--- config.mk ---
export PLATFORM = sky130hd
export DESIGN_NAME = mac_column_seq
export DESIGN_NICKNAME = d
export VERILOG_FILES = /design/src/rtl/mac_column_seq.sv
export SDC_FILE = /design/constraint.sdc
export NUM_CORES = 1
export LEC_CHECK = 0
export ABC_AREA = 0
export BUFFER_PORTS_ARGS = -buffer_cell sky130_fd_sc_hd__buf_2
export CAP_MARGIN = 10
export CORE_MARGIN = 2
export CORE_UTILIZATION = 48
export CTS_BUF_LIST = sky130_fd_sc_hd__clkbuf_8
export CTS_CLUSTER_DIAMETER = 100
export CTS_CLUSTER_SIZE = 20
export DETAILED_ROUTE_END_ITERATION = 8
export PLACE_DENSITY = 0.7
export SYNTH_ARGS = -nofsm -noshare
export SYNTH_HDL_FRONTEND = slang
export SYNTH_SLANG_ARGS = --single-unit
--- constraint.sdc ---
create_clock -name clk -period 3.5 [get_ports clk]
set_input_delay 0 -clock clk [delete_from_list [all_inputs] [get_ports clk]]
set_output_delay 0 -clock clk [all_outputs]
set_load 0.01 [all_outputs]
--- src/rtl/mac_column_seq.sv ---
// Sequencer for one column of chained error-compensation MAC PEs: weight load,
// activation streaming with one-cycle compensation slots on PE error, drain, done.
module mac_column_seq #(
   parameter int N_PE  = 4,
   parameter int CNT_W = 8,
   localparam int IDX_W = (N_PE > 1) ? $clog2(N_PE) : 1
) (
   input  logic             clk,
   input  logic             rst_n,
   input  logic             start,
   input  logic [CNT_W-1:0] k_len,
   output logic             w_load_en,
   output logic [IDX_W-1:0] w_load_idx,
   input  logic             act_valid,
   input  logic [7:0]       act_data,
   output logic             act_ready,
   output logic [7:0]       mac_act,
   output logic             mac_en,
   output logic             comp_en,
   input  logic             err_in,
   output logic             out_valid,
   output logic [CNT_W-1:0] err_cnt,
   output logic             busy,
   output logic             done
);
   localparam int PH_W = $clog2(N_PE + 1) + 1;

   localparam logic [2:0] S_IDLE   = 3'd0;
   localparam logic [2:0] S_LOAD_W = 3'd1;
   localparam logic [2:0] S_STREAM = 3'd2;
   localparam logic [2:0] S_DRAIN  = 3'd3;
   localparam logic [2:0] S_DONE   = 3'd4;

   logic [2:0]       state_q, state_d;
   logic [PH_W-1:0]  ph_q, ph_d;
   logic [CNT_W-1:0] klen_q, klen_d;
   logic [CNT_W-1:0] cnt_q, cnt_d;
   logic [CNT_W-1:0] err_cnt_q, err_cnt_d;
   logic [7:0]       mac_act_q, mac_act_d;
   logic             mac_en_q, mac_en_d;
   logic             comp_en_q, comp_en_d;
   logic [N_PE-1:0]  dly_q, dly_d;
   logic             accept;
   logic             raise_comp;

   assign act_ready  = (state_q == S_STREAM) && (cnt_q < klen_q) && !comp_en_q;
   assign accept     = act_valid && act_ready;
   // A compensation slot is never followed directly by another one.
   assign raise_comp = (state_q == S_STREAM) && err_in && !comp_en_q;

   always_comb begin
      state_d   = state_q;
      ph_d      = ph_q;
      klen_d    = klen_q;
      cnt_d     = cnt_q;
      err_cnt_d = err_cnt_q;
      mac_act_d = mac_act_q;
      mac_en_d  = 1'b0;
      comp_en_d = 1'b0;
      case (state_q)
         S_IDLE: begin
            if (start) begin
               klen_d    = k_len;
               cnt_d     = '0;
               err_cnt_d = '0;
               ph_d      = '0;
               state_d   = S_LOAD_W;
            end
         end
         S_LOAD_W: begin
            if (ph_q == PH_W'(N_PE - 1)) begin
               ph_d    = '0;
               state_d = (klen_q == '0) ? S_DRAIN : S_STREAM;
            end else begin
               ph_d = ph_q + PH_W'(1);
            end
         end
         S_STREAM: begin
            if (accept) begin
               mac_act_d = act_data;
               mac_en_d  = 1'b1;
               cnt_d     = cnt_q + CNT_W'(1);
            end
            if (raise_comp) begin
               comp_en_d = 1'b1;
               if (err_cnt_q != '1)
                  err_cnt_d = err_cnt_q + CNT_W'(1);
            end
            // Leaving is deferred past a pending compensation slot.
            if ((cnt_d == klen_q) && !raise_comp) begin
               ph_d    = '0;
               state_d = S_DRAIN;
            end
         end
         S_DRAIN: begin
            if (ph_q == PH_W'(N_PE))
               state_d = S_DONE;
            else
               ph_d = ph_q + PH_W'(1);
         end
         S_DONE:  state_d = S_IDLE;
         default: state_d = S_IDLE;
      endcase
   end

   always_comb begin
      dly_d    = dly_q;
      dly_d[0] = mac_en_q;
      for (int i = 1; i < N_PE; i++)
         dly_d[i] = dly_q[i-1];
   end

   always_ff @(posedge clk or negedge rst_n) begin
      if (!rst_n) begin
         state_q   <= S_IDLE;
         ph_q      <= '0;
         klen_q    <= '0;
         cnt_q     <= '0;
         err_cnt_q <= '0;
         mac_act_q <= '0;
         mac_en_q  <= 1'b0;
         comp_en_q <= 1'b0;
         dly_q     <= '0;
      end else begin
         state_q   <= state_d;
         ph_q      <= ph_d;
         klen_q    <= klen_d;
         cnt_q     <= cnt_d;
         err_cnt_q <= err_cnt_d;
         mac_act_q <= mac_act_d;
         mac_en_q  <= mac_en_d;
         comp_en_q <= comp_en_d;
         dly_q     <= dly_d;
      end
   end

   assign w_load_en  = (state_q == S_LOAD_W);
   assign w_load_idx = w_load_en ? ph_q[IDX_W-1:0] : '0;
   assign mac_act    = mac_act_q;
   assign mac_en     = mac_en_q;
   assign comp_en    = comp_en_q;
   assign out_valid  = dly_q[N_PE-1];
   assign err_cnt    = err_cnt_q;
   assign busy       = (state_q != S_IDLE);
   assign done       = (state_q == S_DONE);

endmodule

==> impl_metrics.env, run 1 <==
export IMPL_synth_net_count=314
export IMPL_timing_critical_path_cells="inv_1 > ha_1 > or3b_1 > o2111ai_2 > a31o_4 > nand3_4 > or3_4 > a2111oi_4 > a21oi_1"
export IMPL_clock_skew_final_ns=0.01214
export IMPL_overflow=0
export IMPL_floorplan_initialDensity_pct=49.51
export IMPL_post_drt_via_cell_ratio=5.272
export IMPL_post_route_util_pct=60.88
export IMPL_power_ir_vdd_worst_v=0.0004035
export IMPL_synth_cell_type_count=44
export IMPL_cts_inserted_buffers=5
export IMPL_synth_largest_area_cell="dfrtp_1"
export IMPL_synth_sequential_area_ratio_pct=44.53
export IMPL_routabilityCongestion=0.9223
export IMPL_final_nets=378
export IMPL_grt_setup_unrepaired="no"
export IMPL_drt_first_pass_iters=4
export IMPL_detail_route_drc_violations=0
export IMPL_via_count=2193
export IMPL_cts_sinks=45
export IMPL_drt_first_iter_violations=82
export IMPL_cts_max_level=2
export IMPL_layout_drive_gt1_share_pct=17.92
export IMPL_post_cts_resized_instances=0
export IMPL_vias_in_the_first_global_route=2099
export IMPL_synth_main_ff_cell="dfrtp_1"
export IMPL_hold_path_class="in -> reg"
export IMPL_critical_path_required_ns=3.67
export IMPL_wire_length_of_the_first_global_routing_pass_um=9722
export IMPL_synth_edf_count=0
export IMPL_postSynthCellCount=282
export IMPL_slowest_delay_ns=0.48
export IMPL_placementRows=26
export IMPL_regToRegSetupSlack_ns=0.68
export IMPL_fp_dieArea_mm2=0.005865
export IMPL_synth_largest_type_area_fraction_pct=44.53
export IMPL_arrival_ns=2.99
export IMPL_synth_most_common_cell="nand2_1"
export IMPL_synthesis_yosys_warnings=0
export IMPL_power_density_mw_per_mm2=668.6
export IMPL_maxCapViolCount=0
export IMPL_clock_tree_root_cell="clkbuf_8"
export IMPL_post_drt_wl_per_cell_um=13.81
export IMPL_placeableCoreArea_mm2=0.005107
export IMPL_maximum_number_of_pins_on_one_net_before_global_route_repair=46
export IMPL_final_min_period_over_clock_period_pct=80.68
export IMPL_critPathKind="reg -> reg"
export IMPL_route_antenna_remaining_nets=0
export IMPL_fp_dieH_um=76.58
export IMPL_layout_area_overhead_pct=22.96
export IMPL_synthesis_area_per_instance_um2=8.967
export IMPL_io_buffers=45
export IMPL_io_pin_count=46
export IMPL_fin_setup_tns_ns=0
export IMPL_ys_top_cells_by_count="nand2_1 (57), dfrtp_1 (45), nor2_1 (24)"
export IMPL_yosys_register_bits=45
export IMPL_max_clock_freq_ghz=0.3542
export IMPL_gr_usage_all_layers_pct=20.67
export IMPL_max_clock_path_buffers=2
export IMPL_post_synth_main_area_contributors="dfrtp_1 (45%), nand2_1 (8.5%), ha_1 (5.4%), nor2_1 (3.6%), o21ai_0 (3.4%)"
export IMPL_timing_critical_path_fanout_max=16
export IMPL_status="complete, no violations"
export IMPL_fillCellCount=452
export IMPL_antenna_cells=0
export IMPL_cell_at_the_slowest_stage_of_the_critical_path="a2111oi_4"
export IMPL_wl_um=5745
export IMPL_worstSetupEndpointType="flop"
export IMPL_numPlacedInstances=391
export IMPL_max_slew_margin_rel_pct=34.36
export IMPL_final_hold_viol_count=0
export IMPL_final_period_minus_worst_setup_slack_ns=2.824
export IMPL_dp_hpwl_um=4071
export IMPL_ys_async_sr_fraction_pct=100.0
export IMPL_clock_tree_from_tritoncts="yes"
export IMPL_dieWidth_um=76.58
export IMPL_cts_clk_slew_worst_paths_ns=0.08
export IMPL_p_total_mw=2.079
export IMPL_final_max_slew_viol_count=0
export IMPL_worst_setup_path_start_kind="flop"
export IMPL_synthesis_area_mm2=0.002529
export IMPL_clkLatencyLatePin_ns=0.30
export IMPL_static_leak_nw=1.474
export IMPL_fin_worst_hold_slack_ns=0.1263
export IMPL_antenna_found_initial=0
export IMPL_final_cells=416
export IMPL_final_setup_viol_count=0
export IMPL_tightest_slew_ns=0.9846
[layer usage]
layer | vias to the layer above | GRT usage, % | routed length [µm]
met5 | - | 0 | 0
met4 | 0 | 6.909 | 116
met3 | 10 | 3.910 | 235
met2 | 60 | 34.96 | 2743
met1 | 1021 | 26.68 | 2650
li1 | 1102 | - | -
[per-stage QoR]
step,instance area [µm²],setup WS [ns]
2_1_floorplan,2529,0.9968
3_3_place_gp,2825,0.7737
3_5_place_dp,2825,0.6997
4_1_cts,3109,0.6696
5_1_grt,3109,0.5189
6_report,3109,0.6763
[critical path: cells and delay by family, from the launching register on]
| family | cells | cell delay [ns] |
|---|---|---|
| AOI/OAI and AO/OA | 4 | 0.93 |
| adders and majority gates | 1 | 0.23 |
| buffers and inverters | 1 | 0.10 |
| DFF | 1 | 0.40 |
| and+or+nand+nor | 3 | 1.03 |
[power breakdown]
group / switching (mW) / internal, mW / total [mW] / leakage, nW
clock: 0.169 / 0.208 / 0.377 / 0.0540
sequential: 0.158 / 0.673 / 0.831 / 0.588
combinational: 0.499 / 0.372 / 0.871 / 0.832
total: 0.826 / 1.25 / 2.08 / 1.47
[sequential cells by signal (all words and copies together) (netlist names)]
name / flops
mac_act: 8
cnt_q: 8
comp_en: 1
err_cnt: 8
klen_q: 8
mac_en: 1
state_q: 3
ph_q: 4
dly_q: 4
[cells in the final DEF (no fill, tap or decap), types with 2 or more instances in the layout]
cell,synthesis,final
a211o_1,2,2
a211oi_1,2,2
a21oi_1,9,9
a22oi_1,3,3
and2_1,3,3
and3_1,6,6
buf_2,1,45
buf_4,0,2
clkbuf_8,0,5
dfrtp_1,45,45
dlygate4sd3_1,0,18
ha_1,11,11
inv_1,14,14
mux2i_1,4,4
nand2_1,57,57
nand2b_1,3,3
nand3_1,13,13
nand4_1,4,4
nor2_1,24,24
nor3_1,9,9
nor4_1,3,3
o211ai_1,3,3
o21a_1,3,3
o21ai_0,17,17
o31ai_1,4,4
xnor2_1,7,7
xor2_1,9,9
[path summary, 6_finish.rpt]
check | from | depth (start not counted) | to
max reg2reg | klen_q[1] | 9 | ph_q[3]
max in group asynchronous | rst_n | 2 | klen_q[5]
max | klen_q[1] | 9 | ph_q[3]
min in group asynchronous | rst_n | 2 | err_cnt[0]
min | act_valid | 3 | cnt_q[1]
min reg2reg | dly_q[0] | 0 | dly_q[1]
[cells by family (layout without fill, tap and decap cells)]
kind of cell / after synthesis / in the layout / synth area share, %
AO/OA/AOI/OAI: 52 / 52 / 14.60
XOR/XNOR: 16 / 16 / 5.542
adder cells (fa/ha/maj): 11 / 11 / 5.443
buffers and inverters: 22 / 86 / 3.315
flip-flops: 45 / 45 / 44.53
multiplexers: 5 / 5 / 2.029
AND/OR/NAND/NOR: 131 / 131 / 24.54
[what timing repair did]
action	CTS	global route
hold endpoints to repair	62	0
hold buffers	18	0
endpoints found under the setup margin	0	0
buffers inserted	0	0
[final cells by class]
cell class	instances	area, µm²	share of cell area, %
Multi-Input combinational cell	215	1319	42.41
Sequential cell	45	1126	36.22
Timing Repair Buffer	65	420.4	13.52
Tap cell	70	87.58	2.817
Clock buffer	5	68.82	2.213
Inverter	14	52.55	1.690
Clock inverter	2	35.03	1.127
(Power assumes the default switching activity.)
==> run 2: changes to the inputs <==
PLACE_DENSITY = 0.73   (was 0.7)
clock period = 2.5 ns   (was 3.5 ns; I/O delays follow)
==> run 2 against run 1 <==
Count of clock-buffer cells in the layout is 2 higher. Critical path depth is 1 higher. Sequential cell count stayed put. Die area stayed put. First-iteration DRC count is 84% higher. Maximum frequency is 15% higher. Critical endpoint is now ph_q[1]. Clock power is 29% higher. Via count is 6.7% higher. Wire length is 9.0% higher. Combinational power is 71% higher.
==> impl_metrics.env, run 2 (synthesis results as in run 1) <==
export IMPL_fin_worst_hold_slack_ns=0.1507
export IMPL_wl_um=6261
export IMPL_detail_route_drc_violations=0
export IMPL_clock_tree_from_tritoncts="yes"
export IMPL_fin_setup_tns_ns=0
export IMPL_power_density_mw_per_mm2=928.1
export IMPL_final_hold_viol_count=0
export IMPL_post_route_util_pct=65.07
export IMPL_leading_cell_types_in_the_layout_fill_and_taps_excluded="nand2_1 (57), dfrtp_1 (45), buf_2 (45)"
export IMPL_detailed_place_area_mm2=0.002960
export IMPL_routabilityCongestion=0.9115
export IMPL_layout_drive_gt1_share_pct=25.00
export IMPL_cts_inserted_buffers=5
export IMPL_route_antenna_remaining_nets=0
export IMPL_max_slew_margin_rel_pct=36.49
export IMPL_post_drt_via_cell_ratio=5.294
export IMPL_fp_dieArea_mm2=0.005865
export IMPL_critPathKind="reg -> reg"
export IMPL_dp_hpwl_um=4310
export IMPL_timing_critical_path_fanout_max=5
export IMPL_final_max_slew_viol_count=0
export IMPL_via_count=2340
export IMPL_critical_path_required_ns=2.67
export IMPL_gr_usage_all_layers_pct=21.87
export IMPL_status="complete, no violations"
export IMPL_antenna_found_initial=0
export IMPL_max_clock_path_buffers=2
export IMPL_hold_path_class="in -> reg"
export IMPL_tightest_slew_ns=0.9527
export IMPL_final_setup_viol_count=0
export IMPL_clock_skew_final_ns=0.006865
export IMPL_placementRows=26
export IMPL_fp_dieH_um=76.58
export IMPL_antenna_cells=0
export IMPL_wire_length_of_the_first_global_routing_pass_um=10320
export IMPL_layout_area_overhead_pct=31.42
export IMPL_static_leak_nw=1.603
export IMPL_overflow=0
export IMPL_dp_slack_ns=-0.03482
export IMPL_mostFrequentLayoutCell="nand2_1"
export IMPL_maxCapViolCount=0
export IMPL_cts_sinks=45
export IMPL_io_pin_count=46
export IMPL_floorplan_initialDensity_pct=49.51
export IMPL_placeableCoreArea_mm2=0.005107
export IMPL_cts_max_level=2
export IMPL_clkLatencyLatePin_ns=0.30
export IMPL_cts_clk_slew_worst_paths_ns=0.08
export IMPL_drt_first_iter_violations=151
export IMPL_worst_setup_path_start_kind="flop"
export IMPL_io_buffers=45
export IMPL_post_drt_wl_per_cell_um=14.17
export IMPL_final_period_minus_worst_setup_slack_ns=2.461
export IMPL_final_min_period_over_clock_period_pct=98.45
export IMPL_final_nets=403
export IMPL_vias_in_the_first_global_route=2255
export IMPL_maximum_number_of_pins_on_one_net_before_global_route_repair=46
export IMPL_max_clock_freq_ghz=0.4063
export IMPL_clock_tree_root_cell="clkbuf_8"
export IMPL_final_design_area_excluding_fillers_mm2=0.003323
export IMPL_dieWidth_um=76.58
export IMPL_postLayoutSetupSlackWorst_ns=0.03887
export IMPL_drt_first_pass_iters=5
export IMPL_arrival_ns=2.63
export IMPL_power_ir_vdd_worst_v=0.0006225
export IMPL_worstSetupEndpointType="flop"
==> run 2: changes by cell type in the layout (fill, tap and decap cells not counted), moves of 2 or more <==
cell / change
buf_4: +24
a211oi_1: -2
ha_1: -2
a211oi_2: +2
clkbuf_8: +2
==> run 2: what timing repair did <==
action                     CTS  global route
buffers inserted             4             3
pin swaps                    4             7
hold buffers                18             0
setup endpoints to repair    4             5
gates resized for setup      1             5
hold endpoints to repair    62             0
==> run 2: worst max-delay path, stage by stage, from the launching register on <==
cell	delay [ns]
dfrtp_1	0.41
inv_2	0.09
ha_4	0.20
a211o_1	0.31
nor3_4	0.21
and2_1	0.21
and2_1	0.19
a211oi_2	0.11
a2111oi_4	0.34
buf_4	0.20
o31ai_1	0.07
==> run 2: layout make-up <==
type	count	area, µm²
Timing Repair Buffer	90	611.8
Clock inverter	1	5.005
Tap cell	70	87.58
Fill cell	419	1784
Inverter	14	52.55
Clock buffer	7	96.34
Sequential cell	45	1126
Multi-Input combinational cell	215	1344
==> run 2: final timing paths <==
kind | start | to | slack, ns | cells after the start
max | klen_q[7] | ph_q[1] | 0.04 | 10
min | start | ph_q[0] | 0.15 | 4
max reg2reg | klen_q[7] | ph_q[1] | 0.04 | 10
min reg2reg | dly_q[0] | dly_q[1] | 0.35 | 0
max in group asynchronous | rst_n | ph_q[3] | 1.52 | 2
min in group asynchronous | rst_n | mac_act[0] | 0.39 | 2
==> run 2: layer usage <==
| layer | up-vias | global-route usage [%] | wire, µm |
|---|---|---|---|
| met5 | - | 0 | 0 |
| li1 | 1157 | - | - |
| met1 | 1095 | 28.02 | 2760 |
| met3 | 11 | 3.436 | 281 |
| met2 | 77 | 38.58 | 3117 |
| met4 | 0 | 5.636 | 102 |
==> run 2: power by group <==
part | switching [mW] | total [mW] | internal (mW)
clock network | 0.237 | 0.487 | 0.250
registers | 0.167 | 1.11 | 0.943
logic | 0.834 | 1.49 | 0.654
==> run 2: per-stage QoR <==
stage / power, mW / instances
floorplan: 2.004 / 282
global placement: 2.436 / 409
detailed placement: 2.482 / 409
CTS: 3.021 / 439
global route: 3.312 / 442
finish: 3.084 / 442
==> run 3: changes to the inputs <==
PLACE_DENSITY = 0.7   (was 0.73)
clock period = 2.6 ns   (was 2.5 ns; I/O delays follow)
==> run 3 against run 2 <==
Utilization fell by 0.59 points. Total power fell by 4.1%. Non-clock buffer count fell by 3. Die area stayed put. Via count decreased by 2.3%. Register-to-register slack better by 0.08 ns. Clock power up 3%. Maximum frequency is 0.82% lower. Sequential power is 4% lower. Sequential cell count unchanged. First-iteration DRC count decreased by 13%. Clock skew shrank 0.0012 ns. Largest cell class unchanged.
==> impl_metrics.env, run 3 (synthesis results as in run 1) <==
export IMPL_static_leak_nw=1.593
export IMPL_final_hold_viol_count=0
export IMPL_timing_hold_worst_endpoint="ph_q[1]"
export IMPL_io_buffers=45
export IMPL_io_pin_count=46
export IMPL_timing_critical_path_from="klen_q[1]"
export IMPL_wl_um=6117
export IMPL_routabilityCongestion=0.8687
export IMPL_clock_tree_root_cell="clkbuf_8"
export IMPL_hold_start="start"
export IMPL_clkLatencyLatePin_ns=0.29
export IMPL_postLayoutSetupSlackWorst_ns=0.1186
export IMPL_status="complete, no violations"
export IMPL_final_nets=400
export IMPL_fillCellCount=434
export IMPL_final_min_period_over_clock_period_pct=95.44
export IMPL_post_drt_wl_per_cell_um=13.97
export IMPL_top_delay_family_on_crit_path="simple AND/OR/NAND/NOR gates"
export IMPL_crit_reg2reg_capture="ph_q[2]"
export IMPL_drt_first_pass_iters=4
export IMPL_max_clock_freq_ghz=0.4030
export IMPL_dp_hpwl_um=4400
export IMPL_clock_tree_from_tritoncts="yes"
export IMPL_layout_area_overhead_pct=30.23
export IMPL_drt_first_iter_violations=131
export IMPL_cell_at_the_slowest_stage_of_the_critical_path="or3_4"
export IMPL_worst_setup_path_start_kind="flop"
export IMPL_final_setup_viol_count=0
export IMPL_antenna_cells=0
export IMPL_antenna_found_initial=0
export IMPL_seq_area_mm2=0.001126
export IMPL_mostFrequentLayoutCell="nand2_1"
export IMPL_final_design_area_excluding_fillers_mm2=0.003293
export IMPL_maxCapViolCount=0
export IMPL_leading_cell_types_in_the_layout_fill_and_taps_excluded="nand2_1 (57), dfrtp_1 (45), buf_2 (45)"
export IMPL_final_period_minus_worst_setup_slack_ns=2.481
export IMPL_cts_clk_slew_worst_paths_ns=0.08
export IMPL_power_ir_vdd_worst_v=0.0005680
export IMPL_worstSetupEndpointType="flop"
export IMPL_hold_path_class="in -> reg"
export IMPL_clock_skew_final_ns=0.005619
export IMPL_route_antenna_remaining_nets=0
export IMPL_timing_critical_path_buf_inv=2
export IMPL_max_clock_path_buffers=2
export IMPL_critPathKind="reg -> reg"
export IMPL_arrival_ns=2.66
export IMPL_slowest_delay_ns=0.40
export IMPL_placeableCoreArea_mm2=0.005107
export IMPL_critical_path_reg2reg_startpoint="klen_q[1]"
export IMPL_via_count=2287
export IMPL_fp_dieArea_mm2=0.005865
export IMPL_detail_route_drc_violations=0
export IMPL_cts_inserted_buffers=5
export IMPL_maximum_number_of_pins_on_one_net_before_global_route_repair=46
export IMPL_wire_length_of_the_first_global_routing_pass_um=10340
export IMPL_dp_slack_ns=0.01106
export IMPL_cts_max_level=2
export IMPL_fp_dieH_um=76.58
export IMPL_max_slew_margin_rel_pct=33.55
export IMPL_regToRegSetupSlack_ns=0.12
export IMPL_tightest_slew_ns=0.9968
export IMPL_cts_sinks=45
export IMPL_gr_usage_all_layers_pct=22.06
export IMPL_final_max_slew_viol_count=0
export IMPL_timing_critical_path_cells="inv_1 > ha_1 > or3b_4 > o2111ai_2 > a31o_4 > nand3_4 > or3_4 > a2111oi_4 > buf_4 > o21ai_1"
export IMPL_dieWidth_um=76.58
export IMPL_worst_r2r_cell_count=10
export IMPL_floorplan_initialDensity_pct=49.51
export IMPL_critical_path_required_ns=2.78
export IMPL_detailed_place_area_mm2=0.002968
export IMPL_post_drt_via_cell_ratio=5.221
export IMPL_multi_input_area_mm2=0.001334
export IMPL_vias_in_the_first_global_route=2244
export IMPL_timing_hold_worst_path_depth=4
export IMPL_fin_worst_hold_slack_ns=0.1300
export IMPL_overflow=0
export IMPL_layout_drive_gt1_share_pct=23.91
export IMPL_timing_critical_path_fanout_max=5
export IMPL_power_density_mw_per_mm2=898.6
export IMPL_placementRows=26
## run 3: tightest hold or removal path: stages
cell and delay (ns):
buf_2 0.09, a21oi_1 0.08, inv_1 0.13, o31ai_1 0.09
## run 3: worst max path at each step
stage / endpoint / cells after the start
after floorplan: ph_q[2] / 9
after global placement: ph_q[2] / 9
after detailed placement: ph_q[3] / 9
after CTS: ph_q[2] / 9
after global routing: ph_q[2] / 10
final: ph_q[2] / 10
## run 3: final cells by class
cell class,count,share of cell area [%]
clock inverters,2,1.064
flip-flops and latches,45,34.19
clock buffers,5,2.090
inverters,14,1.596
multi-input cells,215,40.50
well taps,70,2.660
repair buffers,87,17.90
## run 3: report_power, final
group / switching (mW) / internal [mW] / total, mW
logic: 0.769 / 0.617 / 1.39
registers: 0.163 / 0.907 / 1.07
clock network: 0.224 / 0.279 / 0.504
total: 1.16 / 1.80 / 2.96
## run 3: metrics by stage
stage	TNS [ns]	instances	utilization (%)	power [mW]
after global placement	0	410	58.11	2.367
after CTS	0	435	63.67	2.935
after detailed placement	0	410	58.11	2.399
after floorplan	0	282	-	1.928
final	0	438	64.48	2.959
after global routing	-0.008880	438	64.48	3.196
## run 3: routing by layer
layer,share of wire [%],track usage [%],vias to the layer above,routed length (µm)
li1,-,-,1148,-
met1,46,28.48,1085,2789
met2,50,38.41,49,3048
met3,3.7,4.028,5,229
met4,0.80,5.455,0,49
met5,0,0,-,0
## run 3: what timing repair did
item                       4_1_cts  5_1_grt
setup endpoints to repair        0        5
resized for setup                0        5
hold buffers                    18        0
hold endpoints to repair        62        0
buffers inserted                 0        3
